[config.mk]
export PLATFORM = sky130hd
export DESIGN_NAME = if_fetch_unit
export DESIGN_NICKNAME = d
export VERILOG_FILES = /design/src/rtl/if_fetch_unit.sv
export SDC_FILE = /design/constraint.sdc
export NUM_CORES = 1
export LEC_CHECK = 0
export BUFFER_PORTS_ARGS = -buffer_cell sky130_fd_sc_hd__buf_2
export CAP_MARGIN = 20
export CORE_ASPECT_RATIO = 0.7
export CORE_MARGIN = 8
export CORE_UTILIZATION = 35
export DETAILED_ROUTE_END_ITERATION = 6
export PLACE_DENSITY_LB_ADDON = 0.15
export SLEW_MARGIN = 5
export SYNTH_ARGS = -nofsm -noshare
export SYNTH_HDL_FRONTEND = slang
export SYNTH_SLANG_ARGS = --single-unit
[constraint.sdc]
create_clock -name clk -period 13.8 [get_ports clk]
set_input_delay 0.69 -clock clk [delete_from_list [all_inputs] [get_ports clk]]
set_output_delay 0.69 -clock clk [all_outputs]
set_load 0.03 [all_outputs]
[src/rtl/if_fetch_unit.sv]
`default_nettype none
// ============================================================================
//  Module      : if_fetch_unit
//  Description : Three-stage instruction fetch front end (IF1/IF2/IF3).
//                IF1 holds the PC and issues the synchronous imem read,
//                IF2 catches the read data (buffering it across stalls),
//                IF3 presents instruction and PC to ID under valid/allow-in.
//                Branch redirect and exception flush squash in-flight fetches.
//  Revision    : 1.0 - initial release
// ============================================================================
module if_fetch_unit #(
   parameter logic [31:0] RESET_PC = 32'h0000_0000,
   parameter int unsigned PC_INC   = 4
) (
   input  logic        clk,
   input  logic        reset,
   input  logic        jbr,
   input  logic [31:0] jbr_target,
   input  logic        flush,
   input  logic [31:0] flush_target,
   input  logic        id_allow_in,
   output logic        imem_en,
   output logic [31:0] imem_addr,
   input  logic [31:0] imem_rdata,
   output logic        IF_over,
   output logic [31:0] IF_inst,
   output logic [31:0] IF1_pc,
   output logic [31:0] IF2_pc,
   output logic [31:0] IF3_pc
);

   localparam logic [31:0] PC_STEP    = 32'(PC_INC);
   localparam logic [31:0] ALIGN_MASK = 32'hFFFF_FFFC;

   logic [31:0] pc_q, pc_d;
   logic [31:0] if2_pc_q, if2_pc_d;
   logic [31:0] if3_pc_q, if3_pc_d;
   logic [31:0] inst_q, inst_d;
   logic [31:0] inst_buf_q, inst_buf_d;
   logic        v2_q, v2_d;
   logic        v3_q, v3_d;
   logic        fresh2_q, fresh2_d;

   logic        if3_allow;
   logic        if2_allow;
   logic        redirect;
   logic [31:0] redirect_pc;
   logic [31:0] if2_inst;

   // Handshake chain, fetch enable and redirect target selection (flush wins)
   always_comb begin
      if3_allow   = ~v3_q | id_allow_in;
      if2_allow   = ~v2_q | if3_allow;
      redirect    = jbr | flush;
      imem_en     = ~reset & if2_allow & ~redirect;
      redirect_pc = (flush ? flush_target : jbr_target) & ALIGN_MASK;
      // Read data is only on the bus the cycle after issue; afterwards use the buffered copy
      if2_inst    = fresh2_q ? imem_rdata : inst_buf_q;
   end

   // Next-state computation for PC, IF2 and IF3 stages
   always_comb begin
      pc_d       = pc_q;
      if2_pc_d   = if2_pc_q;
      if3_pc_d   = if3_pc_q;
      inst_d     = inst_q;
      inst_buf_d = inst_buf_q;
      v2_d       = v2_q;
      v3_d       = v3_q;
      fresh2_d   = fresh2_q;
      if (redirect) begin
         // Redirect overrides any stall and squashes everything in flight
         pc_d     = redirect_pc;
         v2_d     = 1'b0;
         v3_d     = 1'b0;
         fresh2_d = 1'b0;
      end else begin
         if (imem_en) begin
            if2_pc_d = pc_q;
            v2_d     = 1'b1;
            fresh2_d = 1'b1;
            pc_d     = pc_q + PC_STEP;
         end else if (v2_q && if3_allow) begin
            v2_d = 1'b0;
         end
         // IF3 blocked while the read data is live: capture it exactly once
         if (v2_q && fresh2_q && !if3_allow) begin
            inst_buf_d = imem_rdata;
            fresh2_d   = 1'b0;
         end
         if (v2_q && if3_allow) begin
            if3_pc_d = if2_pc_q;
            inst_d   = if2_inst;
            v3_d     = 1'b1;
         end else if (id_allow_in && v3_q) begin
            v3_d = 1'b0;
         end
      end
   end

   // State registers with asynchronous reset
   always_ff @(posedge clk or posedge reset) begin
      if (reset) begin
         pc_q       <= RESET_PC;
         if2_pc_q   <= 32'h0;
         if3_pc_q   <= 32'h0;
         inst_q     <= 32'h0;
         inst_buf_q <= 32'h0;
         v2_q       <= 1'b0;
         v3_q       <= 1'b0;
         fresh2_q   <= 1'b0;
      end else begin
         pc_q       <= pc_d;
         if2_pc_q   <= if2_pc_d;
         if3_pc_q   <= if3_pc_d;
         inst_q     <= inst_d;
         inst_buf_q <= inst_buf_d;
         v2_q       <= v2_d;
         v3_q       <= v3_d;
         fresh2_q   <= fresh2_d;
      end
   end

   assign imem_addr = pc_q;
   assign IF1_pc    = pc_q;
   assign IF2_pc    = if2_pc_q;
   assign IF3_pc    = if3_pc_q;
   assign IF_inst   = inst_q;
   assign IF_over   = v3_q;

endmodule
`default_nettype wire

### Word-level counts from Yosys, hierarchy flattened

Cells that the tools add are included.

* bits of input ports: 101
* bits in read-only memories: 0
* bits in registers: 163
* RAM bits: 0
* bits in latches: 0
* output and inout port bits: 162
* memories: 0

* $add $sub $neg: 1
* reductions and logical operators: 12
* $lt $le $gt $ge: 0
* shifts and indexed selects: 0
* div/mod/pow operators: 0
* bitwise logic cells: 9
* equality and inequality tests: 0
* mux-type cells: 13
* multipliers: 0

Operators by type and width (number)
* $mux W32: 4
* $add A32 B3 Y32 const B: 1
* $mux W1: 9
* $reduce_bool A3 Y1: 3
* $reduce_and A2 Y1: 3
* $logic_and A1 B1 Y1: 4
* $not A1 Y1: 4
* $or A1 B1 Y1: 3
* $and A1 B1 Y1: 2
* $reduce_bool A2 Y1: 1
* $logic_not A1 Y1: 1

### Logic depth before layout (Yosys ltp)

* word-level depth: 8
* gate-level depth with buffers: 8

### Least setup slack after synthesis

Ideal clock, no wire load.

* kind: input port to output port
* from: in reset
* to: out imem_en
* cell stages on the path: 4
* arrival time: 5483 ps
* path slack: 7627 ps
* cell sequence: inv_1 nand2_1 nor2_4 buf_4

* word-level cells in the longest chain between the ends: 3

Ends and longest elaborated chain
* start, declared: RTL line 16 `input logic reset,`
* $not A1 Y1: RTL line 55 `imem_en = ~reset & if2_allow & ~redirect;`
* $and A1 B1 Y1 (2 in a row): RTL line 55
* end, declared: RTL line 22 `output logic imem_en,`

No other way between the ends.

### Worst setup path in the final report

Ends and elaborated chain as after synthesis.

==> results.json <==
{
  "status": "complete, no violations",
  "relSlewSlack_pct": 26.9,
  "post-place-cells": 1096,
  "required_ns": 13.11,
  "combPwrFrac_pct": 24.6,
  "cp_common_cell": "buf_2",
  "setup_tns_ns": 0,
  "worst_slew_pin_slew_ns": 1.10,
  "hold_violations": 0,
  "slowest_delay_ns": 0.60,
  "cp_top_family": "buffers and inverters",
  "wl_per_cell_um": 19.3,
  "antenna_found_initial": 4,
  "drv_cap": 0,
  "worstHoldStart": "IF_inst[8]",
  "fin_nets": 943,
  "rsz0062_at_grt": "false",
  "cp-startpoint": "reset",
  "crit_type": "input port to output pin",
  "finalPower_mw": 1.44,
  "timing.final.crit_share_pct": 24.9,
  "ioPinCount": 263,
  "areaGrowthSynthToFinish_pct": 25.8,
  "ys_ff_latch": 157,
  "track_usage_pct": 16.8,
  "postCtsSetupBuffers": 0,
  "r2r_cells": 4,
  "setup_violations": 0,
  "period_needed_ns": 3.43,
  "hp-class": "flop to flop",
  "io_buffers": 250,
  "initial_core_util_pct": 35.6,
  "tritoncts": "yes",
  "slew_violations": 0,
  "ir_worst_vdd_uv": 68.4,
  "ys_warn_count": 0,
  "path_buf_inv": 3,
  "core_mm2": 0.0207,
  "cpMaxStageDelayCell": "inv_6",
  "synthCells": 631,
  "syn_area_per_cell_um2": 11.7,
  "clk_pin_slew_ns": 0.07,
  "seq_power_share_pct": 40.1,
  "timing.rr.end": "IF3_pc[4]",
  "crit_chain": "buf_2 -> inv_6 -> nand2_1 -> nor2_4 -> buf_2",
  "fin_ws_ns": 10.37,
  "postPlaceCellArea_mm2": 0.00859,
  "p_sw_share_pct": 35.1,
  "drt_iter0_drc": 338,
  "path_depth": 5,
  "endpoint_kind": "output pin",
  "cp_max_fo": 89,
  "ys.flop_type": "dfrtp_1",
  "firstDrtPassIters": 4,
  "wl_um": 21800,
  "post_cts_resize_count": 0,
  "grt_pass1_wl_um": 34000,
  "critical_path.endpoint": "imem_en",
  "final_area_mm2": 0.00926,
  "r2r_slack_ns": 11.09,
  "hold_slack_ns": 0.477,
  "place_hpwl_um": 15800,
  "max_freq_mhz": 291,
  "seq_area_frac_synth_pct": 53.3,
  "cts_buffers": 17,
  "die_x_um": 189,
  "cts_sinks": 157,
  "synth_edf_count": 0,
  "cts-htree-levels": 4,
  "cts-root-buf": "clkbuf_16",
  "drc": 0,
  "skew_ns": 0.00736,
  "grt_overflow_total": 0,
  "fin_cells": 1131,
  "p_sw_mw": 0.507,
  "cts_hold_buf": 0,
  "p_per_area_mw_per_mm2": 156,
  "clk_path_buf_depth": 2,
  "start_kind": "input port",
  "syn_area_mm2": 0.00737,
  "dieArea_mm2": 0.0260,
  "ant_nets": 0,
  "p_clk_share_pct": 35.4,
  "pre_cts_ws_ns": 9.76,
  "rr_startpoint": "IF_over",
  "drive_gt1_share_pct": 44.6,
  "grt_max_degree": 90,
  "via_per_inst": 4.97,
  "arrival_ns": 2.74,
  "vias": 5625,
  "ys_types": 50,
  "grt_pass1_vias": 5682,
  "async_flop_share_pct": 100,
  "fin_util_pct": 44.8,
  "p_int_mw": 0.937,
  "place.gp.congestion": 0.788,
  "rows": 44,
  "power.leakage_nw": 4.52,
  "die_h_um": 137,
  "clkLatencyLatePin_ns": 0.42
}
[Yosys cell counts, drive strengths merged, types with 7 or more instances]
| cell | n | share of area, % |
|---|---|---|
| xor2 | 11 | 1.3 |
| buf | 56 | 5.1 |
| a21oi | 27 | 1.9 |
| nor2 | 17 | 0.97 |
| nand2 | 57 | 3.0 |
| a22oi | 11 | 1.1 |
| o21ai | 50 | 3.4 |
| nor2b | 7 | 0.59 |
| mux2i | 36 | 4.9 |
| mux2 | 93 | 14 |
| dfrtp | 157 | 53 |
| nand4 | 13 | 1.1 |
| nand3 | 9 | 0.78 |
| clkbuf | 16 | 0.83 |
[cells in the final DEF (no fill, tap or decap), types with 4 or more instances in the layout]
cell type  netlist  final
and3_1           6      6
a22oi_1         11     11
mux2_1          13     13
clkbuf_16        0     17
o22ai_1          6      6
and4_1           5      5
mux2i_1         36     36
nor2_1          16     16
nor2b_1          7      7
inv_6            0      7
a211oi_1         5      5
dfrtp_1        157    156
inv_1            5      4
nand2_1         56     56
xor2_1          11     11
mux2_2          80     80
a21oi_1         25     25
xnor2_1          5      5
nand3_1          8      8
o21ai_0         47     47
buf_2           14    250
buf_4           39      5
nand4_1         13     13
conb_1           1      8
[sequential cells by signal (all words and copies together) (netlist names)]
register,cells
v2_q,1
inst_buf_q,32
IF_over,1
IF2_pc,30
IF_inst,32
IF1_pc,30
fresh2_q,1
IF3_pc,30
[power groups by stage]
stage / Clock [mW] / Combinational, mW / Sequential (mW)
global route: 0.547 / 0.378 / 0.589
global placement: 0 / 0.357 / 0.586
floorplan: 0 / 0.129 / 0.702
CTS: 0.527 / 0.359 / 0.579
finish: 0.511 / 0.355 / 0.579
detailed placement: 0 / 0.359 / 0.588
[worst min-delay path by stage]
| stage | endpoint | cells past startpoint |
|---|---|---|
| after floorplan | inst_buf_q[12] | 1 |
| after global placement | IF_inst[8] | 2 |
| after detailed placement | IF_inst[1] | 2 |
| after CTS | IF1_pc[4] | 3 |
| after global routing | inst_buf_q[25] | 2 |
| final | IF_inst[8] | 2 |
[routing by layer]
layer | routed length, um | global-route usage, %
met1 | 10700 | 24.1
met2 | 9540 | 24.7
met3 | 1350 | 4.32
met4 | 167 | 4.55
met5 | 39 | 0
[cell type report]
| cell class | instances | area, um^2 |
|---|---|---|
| clock inverters | 14 | 198 |
| fillers | 2062 | 11400 |
| multi-input cells | 404 | 3010 |
| flip-flops and latches | 157 | 3930 |
| repair buffers | 256 | 1320 |
| diodes | 1 | 2.50 |
| inverters | 5 | 23.8 |
| well taps | 276 | 345 |
| clock buffers | 18 | 439 |
[worst min-delay path: cells and delay by family (launching register included)]
kind,cells,cell delay (ns)
flops,1,0.34
compound gates,1,0.06
simple gates,1,0.04
[cell families after synthesis]
logic type	synth area share, %
AO/OA/AOI/OAI	9.44
XOR/XNOR	1.90
adder cells (fa/ha/maj)	0.170
buffers and inverters	6.17
flip-flops	53.3
multiplexers	19.1
other	0.0509
AND/OR/NAND/NOR	9.82
Note: power is estimated with default switching activity, not from simulation.
